## config.mk

```make
export PLATFORM = sky130hd
export DESIGN_NAME = arc4_core_p
export DESIGN_NICKNAME = d
export VERILOG_FILES = /design/src/rtl/arc4_pkg.sv /design/src/rtl/arc4_key_byte.sv /design/src/rtl/arc4_core_p.sv
export SDC_FILE = /design/constraint.sdc
export NUM_CORES = 1
export LEC_CHECK = 0
export ABC_AREA = 0
export CAP_MARGIN = 25
export CORE_ASPECT_RATIO = 0.5
export CORE_UTILIZATION = 49
export CTS_CLUSTER_DIAMETER = 100
export DETAILED_ROUTE_END_ITERATION = 6
export GPL_TIMING_DRIVEN = 0
export PLACE_DENSITY = 0.77
export SLEW_MARGIN = 10
export SYNTH_ARGS = -nofsm -noshare
export SYNTH_HDL_FRONTEND = slang
export SYNTH_HIERARCHICAL = 1
export SYNTH_SLANG_ARGS = --single-unit
```

## constraint.sdc

```tcl
create_clock -name clk -period 3.01 [get_ports clk]
set_input_delay 0.301 -clock clk [delete_from_list [all_inputs] [get_ports clk]]
set_output_delay 0.301 -clock clk [all_outputs]
set_load 0.02 [all_outputs]
```

## src/rtl/arc4_pkg.sv

```systemverilog
// Shared constants and controller state encoding for the ARC4 decrypt core.
// The optional DROP state is part of the encoding only when ARC4_DROP_EN is defined.
package arc4_pkg;

  localparam int unsigned S_SIZE        = 256;
  localparam int unsigned KEY_BYTES_MAX = 16;
  localparam int unsigned LEN_W         = 9;  // message_length / k, so k=255 compares cleanly
  localparam int unsigned KIDX_W        = $clog2(KEY_BYTES_MAX);

  // Each S access is split into an address-issue state and a data-use state,
  // because the RAMs return read data one cycle after the address.
  typedef enum logic [4:0] {
    StIdle,
    StInit,
    StKsa,        // issue read S[i]
    StKsaCalcJ,   // S[i] valid: update j
    StKsaReadJ,   // issue read S[j]
    StKsaWrI,     // S[j] valid: S[i] <= S[j]
    StKsaWrJ,     // S[j] <= old S[i]
    StLen,        // issue read ct[0]
    StLenWr,      // ct[0] valid: latch length, pt[0] <= ct[0]
    StPrga,       // i++, issue read S[i]
    StPCalcJ,
    StPReadJ,
    StPWrI,
    StPWrJ,
    StPReadPad,   // issue read S[S[i]+S[j]] and ct[k]
    StPWrPt       // pt[k] <= ct[k] ^ pad
`ifdef ARC4_DROP_EN
    , StDrop      // same step as StPrga, but the step ends without a pt write
`endif
  } arc4_state_t;

endpackage

```

## src/rtl/arc4_key_byte.sv

```systemverilog
// Key byte selector for KSA.
// Keeps a wrapping byte index into the latched key and presents the selected byte.
// Ports:
//   clk_i, rst_i  clock, asynchronous active-high reset
//   clr_i         restart the index at byte 0 (KSA entry)
//   adv_i         advance the index (one KSA step completed)
//   key_i         latched key, byte 0 in the most significant byte
//   key_byte_o    key[idx]
module arc4_key_byte
  import arc4_pkg::*;
#(
  parameter int unsigned KEY_BYTES = 3
) (
  input  logic                   clk_i,
  input  logic                   rst_i,
  input  logic                   clr_i,
  input  logic                   adv_i,
  input  logic [8*KEY_BYTES-1:0] key_i,
  output logic [7:0]             key_byte_o
);

  localparam logic [KIDX_W-1:0] LastIdx = KIDX_W'(KEY_BYTES - 1);

  logic [KIDX_W-1:0] idx_q, idx_d;

  // Wrapping counter instead of i mod KEY_BYTES.
  always_comb begin
    idx_d = idx_q;
    if (clr_i) begin
      idx_d = '0;
    end else if (adv_i) begin
      idx_d = (idx_q == LastIdx) ? '0 : idx_q + 1'b1;
    end
  end

  always_ff @(posedge clk_i or posedge rst_i) begin
    if (rst_i) begin
      idx_q <= '0;
    end else begin
      idx_q <= idx_d;
    end
  end

  always_comb begin
    key_byte_o = '0;
    for (int unsigned b = 0; b < KEY_BYTES; b++) begin
      if (idx_q == KIDX_W'(b)) begin
        key_byte_o = key_i[8*(KEY_BYTES-1-b) +: 8];
      end
    end
  end

endmodule

```

## src/rtl/arc4_core_p.sv

```systemverilog
// ARC4 decrypt core: S-box init, KSA and PRGA under one controller.
// Drives external synchronous single-port RAMs (1-cycle read latency):
//   S (256x8), ciphertext (length-prefixed) and plaintext.
// Optional feature macro: ARC4_DROP_EN adds a DROP phase that discards DROP_N
// keystream bytes after KSA; PRGA then continues i/j from where DROP left them.
// Ports:
//   clk, rst            clock, asynchronous active-high reset
//   en / rdy            start request / idle; en is taken only while rdy=1
//   key                 key, byte 0 = key[8*KEY_BYTES-1 -: 8], latched on accept
//   s_addr/s_rddata/s_wrdata/s_wren   S RAM
//   ct_addr/ct_rddata                 ciphertext RAM
//   pt_addr/pt_wrdata/pt_wren         plaintext RAM
module arc4_core_p
  import arc4_pkg::*;
#(
  parameter int unsigned KEY_BYTES = 3,
  parameter int unsigned DROP_N    = 0
) (
  input  logic                   clk,
  input  logic                   rst,
  input  logic                   en,
  output logic                   rdy,
  input  logic [8*KEY_BYTES-1:0] key,
  output logic [7:0]             s_addr,
  input  logic [7:0]             s_rddata,
  output logic [7:0]             s_wrdata,
  output logic                   s_wren,
  output logic [7:0]             ct_addr,
  input  logic [7:0]             ct_rddata,
  output logic [7:0]             pt_addr,
  output logic [7:0]             pt_wrdata,
  output logic                   pt_wren
);

  localparam logic [7:0] LastIdx = 8'(S_SIZE - 1);

  arc4_state_t            state_q, state_d;
  logic [7:0]             i_q, i_d, j_q, j_d, si_q, si_d, sj_q, sj_d;
  logic [LEN_W-1:0]       k_q, k_d, len_q, len_d;
  logic [8*KEY_BYTES-1:0] key_q, key_d;
  logic [7:0]             key_byte;
  logic                   kb_clr, kb_adv;

`ifdef ARC4_DROP_EN
  logic        drop_q, drop_d;
  logic [10:0] dcnt_q, dcnt_d;
`else
  logic unused_drop_n;
  assign unused_drop_n = (DROP_N != 0);
`endif

  arc4_key_byte #(
    .KEY_BYTES (KEY_BYTES)
  ) u_key_byte (
    .clk_i      (clk),
    .rst_i      (rst),
    .clr_i      (kb_clr),
    .adv_i      (kb_adv),
    .key_i      (key_q),
    .key_byte_o (key_byte)
  );

  assign rdy = (state_q == StIdle);

  always_comb begin
    state_d   = state_q;
    i_d       = i_q;
    j_d       = j_q;
    k_d       = k_q;
    len_d     = len_q;
    si_d      = si_q;
    sj_d      = sj_q;
    key_d     = key_q;
    s_addr    = '0;
    s_wrdata  = '0;
    s_wren    = 1'b0;
    ct_addr   = '0;
    pt_addr   = '0;
    pt_wrdata = '0;
    pt_wren   = 1'b0;
    kb_clr    = 1'b0;
    kb_adv    = 1'b0;
`ifdef ARC4_DROP_EN
    drop_d    = drop_q;
    dcnt_d    = dcnt_q;
`endif
    case (state_q)
      StIdle: begin
        if (en) begin
          key_d   = key;
          i_d     = '0;
          j_d     = '0;
          k_d     = '0;
          state_d = StInit;
        end
      end
      StInit: begin
        s_addr   = i_q;
        s_wrdata = i_q;
        s_wren   = 1'b1;
        i_d      = i_q + 8'd1;  // wraps to 0 for KSA
        if (i_q == LastIdx) begin
          j_d     = '0;
          kb_clr  = 1'b1;
          state_d = StKsa;
        end
      end
      StKsa: begin
        s_addr  = i_q;
        state_d = StKsaCalcJ;
      end
      StKsaCalcJ: begin
        si_d    = s_rddata;
        j_d     = j_q + s_rddata + key_byte;
        state_d = StKsaReadJ;
      end
      StKsaReadJ: begin
        s_addr  = j_q;
        state_d = StKsaWrI;
      end
      StKsaWrI: begin
        s_addr   = i_q;
        s_wrdata = s_rddata;
        s_wren   = 1'b1;
        state_d  = StKsaWrJ;
      end
      StKsaWrJ: begin
        // With i==j both writes carry the original S[i], leaving S unchanged.
        s_addr   = j_q;
        s_wrdata = si_q;
        s_wren   = 1'b1;
        kb_adv   = 1'b1;
        i_d      = i_q + 8'd1;
        state_d  = StKsa;
        if (i_q == LastIdx) begin
          i_d     = '0;
          j_d     = '0;
          state_d = StLen;
`ifdef ARC4_DROP_EN
          if (DROP_N != 0) begin
            drop_d  = 1'b1;
            dcnt_d  = '0;
            state_d = StDrop;
          end
`endif
        end
      end
      StLen: begin
        ct_addr = '0;
        state_d = StLenWr;
      end
      StLenWr: begin
        len_d     = {1'b0, ct_rddata};
        pt_addr   = '0;
        pt_wrdata = ct_rddata;
        pt_wren   = 1'b1;
        k_d       = 9'd1;
        state_d   = (ct_rddata == 8'd0) ? StIdle : StPrga;
      end
`ifdef ARC4_DROP_EN
      StDrop,
`endif
      StPrga: begin
        s_addr  = i_q + 8'd1;
        i_d     = i_q + 8'd1;
        state_d = StPCalcJ;
      end
      StPCalcJ: begin
        si_d    = s_rddata;
        j_d     = j_q + s_rddata;
        state_d = StPReadJ;
      end
      StPReadJ: begin
        s_addr  = j_q;
        state_d = StPWrI;
      end
      StPWrI: begin
        sj_d     = s_rddata;
        s_addr   = i_q;
        s_wrdata = s_rddata;
        s_wren   = 1'b1;
        state_d  = StPWrJ;
      end
      StPWrJ: begin
        s_addr   = j_q;
        s_wrdata = si_q;
        s_wren   = 1'b1;
        state_d  = StPReadPad;
`ifdef ARC4_DROP_EN
        if (drop_q) begin
          dcnt_d = dcnt_q + 11'd1;
          if (dcnt_d == 11'(DROP_N)) begin
            drop_d  = 1'b0;
            state_d = StLen;
          end else begin
            state_d = StDrop;
          end
        end
`endif
      end
      StPReadPad: begin
        s_addr  = si_q + sj_q;
        ct_addr = k_q[7:0];
        state_d = StPWrPt;
      end
      StPWrPt: begin
        pt_addr   = k_q[7:0];
        pt_wrdata = ct_rddata ^ s_rddata;
        pt_wren   = 1'b1;
        k_d       = k_q + 9'd1;
        state_d   = (k_q == len_q) ? StIdle : StPrga;
      end
      default: state_d = StIdle;
    endcase
  end

  always_ff @(posedge clk or posedge rst) begin
    if (rst) begin
      state_q <= StIdle;
      i_q     <= '0;
      j_q     <= '0;
      k_q     <= '0;
      len_q   <= '0;
      si_q    <= '0;
      sj_q    <= '0;
      key_q   <= '0;
`ifdef ARC4_DROP_EN
      drop_q  <= 1'b0;
      dcnt_q  <= '0;
`endif
    end else begin
      state_q <= state_d;
      i_q     <= i_d;
      j_q     <= j_d;
      k_q     <= k_d;
      len_q   <= len_d;
      si_q    <= si_d;
      sj_q    <= sj_d;
      key_q   <= key_d;
`ifdef ARC4_DROP_EN
      drop_q  <= drop_d;
      dcnt_q  <= dcnt_d;
`endif
    end
  end

endmodule

```

# Yosys cells after proc, flatten, opt, wreduce, memory -nomap -nowiden
# Index checks and enable logic that the tools add are counted.
[totals]
register_bits = 82
word_cells = 88
in_bits = 43
output_inout_bits = 43
[classes]
n_addsub = 6
n_reduce_logical = 21
mux = 29
bitwise_logic = 1
eq_ne = 22
[ops]
columns = ["operator", "count"]
rows = [
  ["5-bit one-hot mux with 16 select lines", 1],
  ["8-bit 2-to-1 mux", 8],
  ["8-bit one-hot mux with 4 select lines", 2],
  ["8-bit one-hot mux with 3 select lines", 2],
  ["5-bit by 4-bit == test with 1-bit output, second input constant", 8],
  ["9-bit one-hot mux with 3 select lines", 1],
  ["8-bit adder", 3],
  ["5-bit by 3-bit == test with 1-bit output, second input constant", 4],
  ["4-bit 2-to-1 mux", 5],
  ["8-bit one-hot mux with 2 select lines", 1],
  ["2-bit OR reduction", 6],
  ["5-bit by 2-bit == test with 1-bit output, second input constant", 2],
  ["5-bit 2-to-1 mux", 2],
  ["9-bit by 1-bit adder with 9-bit output, second input constant", 1],
  ["9-bit by 8-bit == test with 1-bit output", 1],
  ["9-bit 2-to-1 mux", 1],
  ["8-bit by 1-bit adder with 8-bit output, second input constant", 1],
  ["8-bit == test, second input constant", 1],
  ["8-bit logical NOT", 1],
  ["2-bit AND reduction", 4],
  ["4-bit OR reduction", 2],
  ["8-bit bitwise XOR", 1],
  ["3-bit nonzero test", 2],
  ["5-bit by 1-bit == test with 1-bit output, second input constant", 1],
  ["13 further kinds", 18],
]

# Depth between registers and ports, before layout
# Gate-level depths: netlist of the first run.
[logic_depth]
depth_word = 6
mapped_depth = 15
mapped_depth_nobuf = 15

# Hierarchy
# The synthesis of the first run kept the hierarchy.
[modules_own_cells]
columns = ["mod", "area_per_inst_um2", "seq_area_each_um2", "cells_per_inst", "instances"]
rows = [
  ["arc4_core_p", 4962.3, 1926.8, 515, 1],
  ["arc4_key_byte", 429.2, 100.1, 41, 1],
]

# Worst setup path before layout of the first run
# Ideal clock, no wire load.
[synth_path]
path_type = "register to register"
from = "reg j_q[0]"
to = "reg j_q[7]"
path_buffers = 0
slack_ns = -0.281
stages_incl_launch_ff = 16
setup_time_ns = 0.138
arrival_time_ns = 3.152
synth_period_minus_slack_ns = 3.291
t_required_ns = 2.872
cell_sequence = "dfrtp_1 -> ha_1 -> fa_1 -> a21o_1 -> a21oi_1 -> o21ai_0 -> a21oi_1 -> xnor2_1 -> ha_1 -> o21a_1 -> nor2_1 -> a31oi_1 -> xor2_1 -> o21ai_0 -> or2_0 -> mux4_2"
[synth_via]
elab_chain_cells = 3
[synth_rtl]
columns = ["element", "line", "text"]
rows = [
  ["start, declared", "arc4_core_p.sv:38", "logic [7:0] i_q, i_d, j_q, j_d, si_q, si_d, sj_q, sj_d;"],
  ["start signal, assigned", "arc4_core_p.sv:234", "j_q <= j_d;"],
  ["8-bit adder *", "arc4_core_p.sv:114, arc4_core_p.sv:170", ""],
  ["8-bit adder", "arc4_core_p.sv:114", "j_d = j_q + s_rddata + key_byte;"],
  ["8-bit one-hot mux with 4 select lines *", "arc4_core_p.sv:87", "case (state_q)"],
]
# Mark *: on every way between the ends. The rest lies on a longest branch, timed or not.
# A chain may end at the register's enable or synchronous reset.

# Final worst setup path of the first run
# Same ends and word-level chain as after synthesis.

==> impl_metrics.env, run 1 <==
export IMPL_diodes=0
export IMPL_place_congestion=0.973
export IMPL_die_h_um=76.2
export IMPL_worstSetupPathType="reg2reg"
export IMPL_grt_first_pass_wirelength_um=23400
export IMPL_place_inst=782
export IMPL_die_w_um=150
export IMPL_arrival_ns=3.59
export IMPL_peakVddDrop_mv=0.309
export IMPL_finalCritPeriodShare=1.12
export IMPL_instances_no_fill=803
export IMPL_synth_nets=625
export IMPL_outcome="complete, but fails checks"
export IMPL_cts_root_buffer="clkbuf_16"
export IMPL_violations="setup timing"
export IMPL_hpwlAfterDp_um=10400
export IMPL_required_ns=3.22
export IMPL_skew_ns=0.00535
export IMPL_start_util=0.516
export IMPL_grt_pass1_vias=4581
export IMPL_max_cap_violations=0
export IMPL_coreArea_um2=10400
export IMPL_insertion_delay_ns=0.34
export IMPL_dieArea_um2=11500
export IMPL_io_pins=86
export IMPL_final_nets=727
export IMPL_antenna_left=0
export IMPL_tns_ns=-0.365
export IMPL_antenna_found_initial=1
export IMPL_yosysSeqAreaShare=0.376
export IMPL_numClockSinks=81
export IMPL_p_per_area_nw_per_um2=469
export IMPL_setup_slack_ns=-0.365
export IMPL_slew_headroom=0.345
export IMPL_endpoint_kind="register"
export IMPL_drcViolationCount=0
export IMPL_tightestPinTransition_ns=0.975
export IMPL_overflow=0
export IMPL_layout_drive_gt1_share=0.173
export IMPL_synth_flop_cell="dfrtp_1"
export IMPL_hp_class="in2async"
export IMPL_slew_viol_final=0
export IMPL_fillCellCount=871
export IMPL_placementRows=26
export IMPL_crit_fanout=2
export IMPL_syn_inst=556
export IMPL_ctsHoldBuffers=0
export IMPL_final_cell_mix="79 x dfrtp_1, 71 x clkdlybuf4s50_1, 44 x nor2_1, 41 x mux2_2, 41 x o21ai_0"
export IMPL_synth_area_per_cell_um2=9.70
export IMPL_cts_htree_levels=3
export IMPL_cp_start_kind="register"
export IMPL_whs_ns=0.231
export IMPL_via_per_inst=5.79
export IMPL_clk_pin_slew_ns=0.06
export IMPL_synthArstFlopShare=1.00
export IMPL_numPortBuffers=85
export IMPL_max_freq_mhz=296
export IMPL_grt_setup_unrepaired="yes"
export IMPL_grt_max_degree=50
export IMPL_wl_per_cell_um=17.7
export IMPL_p_leak_uw=0.00318
export IMPL_setup_viol=1
export IMPL_drtPass1Iterations=5
export IMPL_netlist_area_um2=5390
export IMPL_vias=4652
export IMPL_synth_cell_types=66
export IMPL_final_common_cell="dfrtp_1"
export IMPL_yosys_warnings=6
export IMPL_area_growth_synth_to_final_pct=29.0
export IMPL_cts_made_buffers=9
export IMPL_grt_total_usage=0.263
export IMPL_finalHoldViolCount=0
export IMPL_drt_initial_drc_count=368
export IMPL_wl_um=14200
export IMPL_synth_seq_cells=81
export IMPL_synth_edf_count=0
export IMPL_period_minus_slack_ns=3.38
export IMPL_clockBufferDepth=2
export IMPL_cts_tree="yes"
through the flow:
step	setup slack, ns	total power, uW	util	cell area [um^2]
global placement	-0.899	1980	0.615	6430
global route	-0.542	3430	0.666	6960
floorplan	-0.149	1790	-	5400
CTS	-0.381	3200	0.654	6830
detailed placement	-0.962	2010	0.618	6460
finish	-0.365	3260	0.666	6960
cell type report:
cell class / instances / area, um^2 / share of cell area
Clock buffer: 11 / 243 / 0.0349
Sequential cell: 81 / 2030 / 0.292
Clock inverter: 5 / 62.6 / 0.00899
Multi-Input combinational cell: 424 / 3270 / 0.470
Timing Repair Buffer: 94 / 940 / 0.135
Inverter: 25 / 96.3 / 0.0139
Tap cell: 140 / 175 / 0.0252
Buffer: 23 / 139 / 0.0200
worst max-delay path, stage by stage (launching register included):
cell,delay [ns]
dfrtp_1,0.38
ha_2,0.19
fa_2,0.35
a21o_1,0.18
a21oi_2,0.16
o21ai_1,0.09
a21oi_2,0.17
xnor2_2,0.10
ha_1,0.31
o21a_1,0.13
nor2_1,0.04
a31oi_1,0.18
xor2_1,0.20
o21ai_1,0.10
or2_0,0.21
mux4_2,0.46
power breakdown:
| group | leakage, uW | internal (uW) | switching [uW] |
|---|---|---|---|
| clock | 0.000143 | 672 | 464 |
| combinational | 0.00199 | 452 | 445 |
| sequential | 0.00105 | 1150 | 76.7 |
final timing paths:
kind                                       from                              end  slack, ns  depth (start not counted)
min                                         rst  u_key_byte/idx_q[2]$_DFFE_PP0P_       0.23                          2
max                          j_q[0]$_DFFE_PP0P_               j_q[7]$_DFFE_PP0P_      -0.37                         15
max in group asynchronous                   rst            key_q[19]$_DFFE_PP0P_       2.11                          3
min in group clk           key_q[4]$_DFFE_PP0P_             key_q[4]$_DFFE_PP0P_       0.51                          1
max reg2reg                  j_q[0]$_DFFE_PP0P_               j_q[7]$_DFFE_PP0P_      -0.37                         15
min reg2reg                key_q[4]$_DFFE_PP0P_             key_q[4]$_DFFE_PP0P_       0.51                          1
metal layers:
layer / wire length (um) / track usage
met1: 6640 / 0.358
met2: 6470 / 0.424
met4: 163 / 0.0667
met5: 0 / 0
met3: 945 / 0.0575
what timing repair did:
action                     CTS  global route
gates resized for setup     31            28
pin swaps                    3             5
buffers inserted             3             5
setup endpoints to repair   33            30
cells in the mapped netlist, drive strengths merged (2+ instances only):
library cell | n | share of area
dfrtp | 81 | 0.38
mux2 | 50 | 0.10
o21ai | 47 | 0.044
nor2 | 46 | 0.032
nand2 | 36 | 0.025
inv | 25 | 0.017
ha | 23 | 0.053
a21oi | 21 | 0.019
and2 | 18 | 0.021
xor2 | 18 | 0.029
clkbuf | 17 | 0.012
xnor2 | 16 | 0.026
nand3 | 11 | 0.013
a222oi | 10 | 0.019
nor2b | 10 | 0.012
a221o | 9 | 0.017
buf | 9 | 0.013
mux2i | 9 | 0.017
nand2b | 9 | 0.010
and3 | 8 | 0.0095
nor3 | 8 | 0.0084
o2bb2ai | 8 | 0.013
a21o | 7 | 0.0097
nand4 | 5 | 0.0058
or3 | 5 | 0.0058
nor4 | 4 | 0.0046
o21a | 4 | 0.0056
o22ai | 4 | 0.0046
a22o | 3 | 0.0049
fa | 3 | 0.011
a221oi | 2 | 0.0032
a22oi | 2 | 0.0028
a31oi | 2 | 0.0023
o211ai | 2 | 0.0028
o31ai | 2 | 0.0028
or2 | 2 | 0.0023
or3b | 2 | 0.0032
cells by family after synthesis:
group | synth area share
flip-flops | 0.376
multiplexers | 0.125
AND/OR/NAND/NOR | 0.163
adder cells (fa/ha/maj) | 0.0645
buffers and inverters | 0.0422
AO/OA/AOI/OAI | 0.174
XOR/XNOR | 0.0552
registers in the layout, summed over array words and instances, names as in the netlist:
signal            flops
key_q                24
k_q                   9
i_q                   8
j_q                   8
len_q                 8
si_q                  8
sj_q                  8
state_q               4
u_key_byte/idx_q      4
Power figures use the tool's default switching activity.
==> run 2, diff against run 1 <==
CORE_UTILIZATION = 40   (was 49)
PLACE_DENSITY = unset   (was 0.77)
clock period = 3 ns   (was 3.01 ns; I/O delays follow)
==> run 2 against run 1 <==
The flow finishes with violations (DRC, setup timing). Utilization is 12 points lower. Die area is 22% higher. Register-to-register slack better by 0.03 ns. First-iteration DRC count is 8.7% higher. Routed wire length is 0.98% higher. Clock power is 8% lower. Combinational power is 4.9% lower.
==> impl_metrics.env, run 2 (synthesized netlist as in run 1, its figures left out) <==
export IMPL_clockBufferDepth=2
export IMPL_outcome="complete, but fails checks"
export IMPL_diodes=0
export IMPL_required_ns=3.21
export IMPL_antenna_left=0
export IMPL_io_pins=86
export IMPL_via_per_inst=5.50
export IMPL_dieArea_um2=14000
export IMPL_multi_input_area_um2=3240
export IMPL_drt_initial_drc_count=400
export IMPL_ctsHoldBuffers=0
export IMPL_worstSetupPathType="in2reg"
export IMPL_arrival_ns=3.57
export IMPL_cp_start_kind="input pin"
export IMPL_final_common_cell="dfrtp_1"
export IMPL_setup_slack_ns=-0.357
export IMPL_period_minus_slack_ns=3.36
export IMPL_die_w_um=166
export IMPL_hpwlAfterDp_um=10800
export IMPL_crit_fanout=6
export IMPL_layout_drive_gt1_share=0.178
export IMPL_setup_viol=1
export IMPL_final_nets=734
export IMPL_wl_um=14400
export IMPL_violations="DRC, setup timing"
export IMPL_final_area_um2=7000
export IMPL_utilization=0.542
export IMPL_p_per_area_nw_per_um2=448
export IMPL_finalHoldViolCount=0
export IMPL_grt_max_degree=50
export IMPL_finalCritPeriodShare=1.12
export IMPL_instances_no_fill=840
export IMPL_antenna_found_initial=0
export IMPL_grt_setup_unrepaired="yes"
export IMPL_final_cell_mix="80 x dfrtp_1, 69 x clkdlybuf4s50_1, 43 x nor2_1, 42 x o21ai_0, 41 x mux2_2"
export IMPL_top_regs="key_q x24, k_q x9"
export IMPL_insertion_delay_ns=0.35
export IMPL_area_growth_synth_to_final_pct=29.9
export IMPL_placementRows=29
export IMPL_cts_root_buffer="clkbuf_16"
export IMPL_endpoint_kind="register"
export IMPL_slew_headroom=0.319
export IMPL_cts_htree_levels=3
export IMPL_post_dp_cell_area_um2=6490
export IMPL_tightestPinTransition_ns=1.01
export IMPL_place_ws_ns=-1.01
export IMPL_wl_per_cell_um=17.1
export IMPL_grt_first_pass_wirelength_um=22700
export IMPL_slew_viol_final=0
export IMPL_grt_total_usage=0.209
export IMPL_peakVddDrop_mv=0.251
export IMPL_cts_made_buffers=9
export IMPL_overflow=0
export IMPL_numClockSinks=81
export IMPL_clk_pin_slew_ns=0.07
export IMPL_largest_reg_flops=24
export IMPL_numPortBuffers=85
export IMPL_whs_ns=0.223
export IMPL_cts_tree="yes"
export IMPL_skew_ns=0.00858
export IMPL_max_cap_violations=0
export IMPL_fillCellCount=1192
export IMPL_register_area_um2=2030
export IMPL_place_inst=812
export IMPL_max_freq_mhz=298
export IMPL_drcViolationCount=9
export IMPL_drtPass1Iterations=7
export IMPL_grt_pass1_vias=4359
export IMPL_vias=4619
export IMPL_die_h_um=84.1
export IMPL_coreArea_um2=12900
export IMPL_p_leak_uw=0.00325
export IMPL_largest_register="key_q"
export IMPL_hp_class="in2async"
export IMPL_start_util=0.417
export IMPL_place_congestion=0.892
-- run 2: changes by cell type in the layout (fill, tap and decap cells not counted), sizes merged --
cell | previous run | this run
inv | 27 | 28
clkbuf | 25 | 26
buf | 20 | 24
bufinv | 1 | 0
clkinv | 0 | 2
clkdlybuf4s50 | 71 | 69
dlymetal6s2s | 7 | 9
-- run 2: critical path, cell delays in order --
cell	delay [ns]
clkdlybuf4s50_1	0.63
ha_4	0.41
nand3_1	0.07
o2111ai_1	0.28
xor2_1	0.25
ha_1	0.31
o21a_1	0.18
nor2_1	0.08
a31oi_1	0.06
xor2_1	0.19
nor2b_1	0.15
or2_1	0.22
mux4_2	0.44
-- run 2: area by class of cell --
cell class                 count  area share
clock inverter                 7     0.00733
multi-input combinational    424       0.463
timing repair buffer         100       0.143
tap                          170      0.0304
sequential                    81       0.290
buffer                        24      0.0204
inverter                      25      0.0138
clock buffer                   9      0.0322
-- run 2: power breakdown --
group | internal [uW] | switching [uW] | leakage (uW)
Clock | 567 | 485 | 0.000133
Combinational | 431 | 422 | 0.00207
Sequential | 1160 | 73.4 | 0.00105
Total | 2150 | 981 | 0.00325
-- run 2: metal layers --
layer,routed length (um),vias to the layer above,GRT usage
met5,0,-,0
met4,112,0,0.0467
met3,902,11,0.0498
met2,6280,156,0.326
met1,7060,2208,0.291
li1,-,2244,-
-- run 2: through the flow --
stage                     TNS, ns  power, uW
after floorplan            -0.159       1790
after global placement     -58.39       2000
after detailed placement    -3.30       2020
after CTS                  -0.367       3110
after global routing       -0.588       3330
final                      -0.357       3140
-- run 2: timing repair --
item / in CTS / in global routing
gates resized for setup: 30 / 24
pin swaps: 6 / 9
endpoints found under the setup margin: 41 / 25
setup buffers: 4 / 10
-- run 2: final timing paths --
check / from / endpoint / cells past startpoint / slack [ns]
max: s_rddata[4] / j_q[7]$_DFFE_PP0P_ / 13 / -0.36
max in group asynchronous: rst / key_q[6]$_DFFE_PP0P_ / 3 / 2.09
max reg2reg: j_q[0]$_DFFE_PP0P_ / j_q[7]$_DFFE_PP0P_ / 15 / -0.34
min in group clk: key_q[12]$_DFFE_PP0P_ / key_q[12]$_DFFE_PP0P_ / 1 / 0.50
min reg2reg: key_q[12]$_DFFE_PP0P_ / key_q[12]$_DFFE_PP0P_ / 1 / 0.50
min: rst / u_key_byte/idx_q[3]$_DFFE_PP0P_ / 2 / 0.22
==> run 3, diff against run 2 <==
PLACE_DENSITY = 0.65   (was unset)
SYNTH_HIERARCHICAL = unset   (was 1)
==> run 3 against run 2 <==
The run ends with DRC left. Power is 13% higher. Count of clock-buffer cells in the layout is 2 higher. Clock power is 9% higher. Final cell count is 2.5% higher. First-iteration DRC count is 1.0% higher. Synthesized cell count is 5.0% higher. Via count is 3.1% higher. Register-to-register slack better by 0.41 ns. Sequential share of layout area is 0.45 points higher. Non-clock buffer count is 5 lower. Worst hold slack better by 0.099 ns. Maximum frequency is 15% higher.
==> impl_metrics.env, run 3 <==
export IMPL_outcome="complete, but fails checks"
export IMPL_violations="DRC"
export IMPL_place_congestion=0.921
export IMPL_synth_top_area_frac=0.382
export IMPL_path_cells="ha_2 -> fa_2 -> a21o_1 -> a21oi_2 -> o21bai_1 -> a21oi_1 -> xnor2_1 -> ha_2 -> nor3_2 -> nor2_1 -> o41ai_2 -> xnor2_1 -> xnor2_1 -> o21ai_1"
export IMPL_setup_slack_ns=0.0696
export IMPL_drtPass1Iterations=7
export IMPL_synth_edf_count=0
export IMPL_finalCritPeriodShare=0.977
export IMPL_worstSetupPathType="reg2reg"
export IMPL_numPortBuffers=85
export IMPL_hp_class="in2async"
export IMPL_hpwlAfterDp_um=11000
export IMPL_synth_cell_types=48
export IMPL_p_per_area_nw_per_um2=514
export IMPL_antenna_left=0
export IMPL_placementRows=29
export IMPL_reg2reg_depth=14
export IMPL_skew_ns=0.00721
export IMPL_grt_max_degree=50
export IMPL_layout_drive_gt1_share=0.164
export IMPL_endpoint_kind="register"
export IMPL_slowest_delay_ns=0.39
export IMPL_synth_commonest_cells="81 x dfrtp_1, 63 x nor2_1, 58 x nand2_1"
export IMPL_largest_register="key_q"
export IMPL_vias=4763
export IMPL_fillCellCount=1202
export IMPL_crit_fanout=3
export IMPL_max_cap_violations=0
export IMPL_final_nets=755
export IMPL_die_h_um=83.5
export IMPL_clockBufferDepth=2
export IMPL_insertion_delay_ns=0.34
export IMPL_diodes=0
export IMPL_overflow=0
export IMPL_p_leak_uw=0.00317
export IMPL_finalHoldViolCount=0
export IMPL_drt_initial_drc_count=404
export IMPL_setup_viol=0
export IMPL_top_regs="key_q x24, k_q x9"
export IMPL_area_growth_synth_to_final_pct=29.8
export IMPL_cts_tree="yes"
export IMPL_max_freq_mhz=341
export IMPL_cp_start_kind="register"
export IMPL_grt_total_usage=0.228
export IMPL_antenna_found_initial=0
export IMPL_required_ns=3.21
export IMPL_cts_root_buffer="clkbuf_16"
export IMPL_final_cell_mix="80 x dfrtp_1, 68 x clkdlybuf4s50_1, 60 x nor2_1, 58 x nand2_1, 43 x o21ai_0"
export IMPL_period_minus_slack_ns=2.93
export IMPL_slew_headroom=0.431
export IMPL_r2r_end="j_q[7]$_DFFE_PP0P_"
export IMPL_dieArea_um2=13800
export IMPL_r2r_start="j_q[0]$_DFFE_PP0P_"
export IMPL_grt_first_pass_wirelength_um=24100
export IMPL_via_per_inst=5.53
export IMPL_synthArstFlopShare=1.00
export IMPL_io_pins=86
export IMPL_startpoint="j_q[0]$_DFFE_PP0P_"
export IMPL_cts_htree_levels=3
export IMPL_synth_flop_cell="dfrtp_1"
export IMPL_synth_area_leaders="dfrtp_1 38%, mux2_2 8.5%, ha_1 5.4%, nor2_1 4.5%, o21ai_0 4.3%"
export IMPL_grt_pass1_vias=4537
export IMPL_synth_area_per_cell_um2=9.10
export IMPL_yosysSeqAreaShare=0.382
export IMPL_slew_viol_final=0
export IMPL_wl_per_cell_um=17.3
export IMPL_start_util=0.415
export IMPL_tightestPinTransition_ns=0.851
export IMPL_yosys_warnings=0
export IMPL_numClockSinks=81
export IMPL_die_w_um=165
export IMPL_yosysTopAreaCell="dfrtp_1"
export IMPL_final_common_cell="dfrtp_1"
export IMPL_wl_um=14900
export IMPL_cp_endpoint="j_q[7]$_DFFE_PP0P_"
export IMPL_arrival_ns=3.14
export IMPL_syn_inst=584
export IMPL_utilization=0.538
export IMPL_crit_top_cell="xnor2_1"
export IMPL_synth_most_common_cell="dfrtp_1"
export IMPL_place_ws_ns=-0.647
export IMPL_ff2ff_setup_slack_ns=0.07
export IMPL_drcViolationCount=17
export IMPL_largest_reg_flops=24
export IMPL_whs_ns=0.322
export IMPL_cts_made_buffers=9
export IMPL_peakVddDrop_mv=0.319
export IMPL_crit_slowest_cell="dfrtp_1"
export IMPL_clk_pin_slew_ns=0.07
export IMPL_coreArea_um2=12800
export IMPL_netlist_area_um2=5310
export IMPL_synth_nets=653
export IMPL_synth_seq_cells=81
export IMPL_grt_setup_unrepaired="yes"
export IMPL_p_total_uw=3550
## run 3: changes by cell type in the layout (fill, tap and decap cells not counted), moves of 4 or more
cell,previous run,this run
buf_4,16,9
nand3_1,10,14
nand2_1,35,58
a21oi_1,18,29
o2bb2ai_1,8,0
nor2_1,43,60
buf_1,0,4
a22oi_1,2,6
or2_2,0,4
mux2_1,9,0
nor3_1,5,9
## run 3: logic make-up after synthesis
group	count (synthesis)	share of synthesized area
compound gates	133	0.165
buf+inv	50	0.0370
fa+ha+maj	26	0.0655
mux	49	0.102
xor+xnor	35	0.0577
flops	81	0.382
simple gates	210	0.191
## run 3: worst min path at each step
stage / startpoint / to / depth (start not counted)
floorplan: ct_rddata[0] / len_q[0]$_DFFE_PP0P_ / 2
global placement: len_q[3]$_DFFE_PP0P_ / len_q[3]$_DFFE_PP0P_ / 2
detailed placement: len_q[2]$_DFFE_PP0P_ / len_q[2]$_DFFE_PP0P_ / 2
CTS: rst / key_q[19]$_DFFE_PP0P_ / 2
global route: rst / key_q[20]$_DFFE_PP0P_ / 2
finish: rst / key_q[19]$_DFFE_PP0P_ / 2
## run 3: worst max-delay path: cells and delay by family (launching register included)
family,cells,cell delay [ns]
xor+xnor,3,0.61
flops,1,0.39
fa+ha+maj,3,0.85
compound gates,6,0.76
simple gates,2,0.19
## run 3: where the power goes
part           switching, uW  leakage (uW)  total [uW]  internal, uW
Clock                    471      0.000142        1140           673
Combinational            590       0.00203        1140           553
Sequential               102      0.000993        1260          1160
## run 3: through the flow
stage               std cells  instance area [um^2]  TNS, ns
floorplan                 584                  5310        0
global placement          839                  6380   -72.05
detailed placement        840                  6410    -2.58
CTS                       856                  6760        0
global route              861                  6890   -0.279
finish                    861                  6890        0
## run 3: repair_timing
item / in CTS / in global routing
endpoints found under the setup margin: 35 / 29
hold buffers: 0 / 0
buffers inserted: 1 / 6
resized for setup: 29 / 45
hold endpoints to repair: 0 / 0
pin swaps: 1 / 12
## run 3: cell type report
type / count / area (um^2) / share of cell area
sequential: 81 / 2030 / 0.294
buffer: 26 / 134 / 0.0194
clock inverter: 5 / 62.6 / 0.00907
tap: 170 / 213 / 0.0309
multi-input combinational: 453 / 3190 / 0.463
timing repair buffer: 93 / 935 / 0.136
inverter: 22 / 85.1 / 0.0123
clock buffer: 11 / 243 / 0.0352
## run 3: routing by layer
metal	GRT usage	part of all wire	wire, um
met1	0.344	0.49	7340
met2	0.335	0.44	6500
met3	0.0432	0.059	882
met4	0.0500	0.012	175
met5	0	0	0
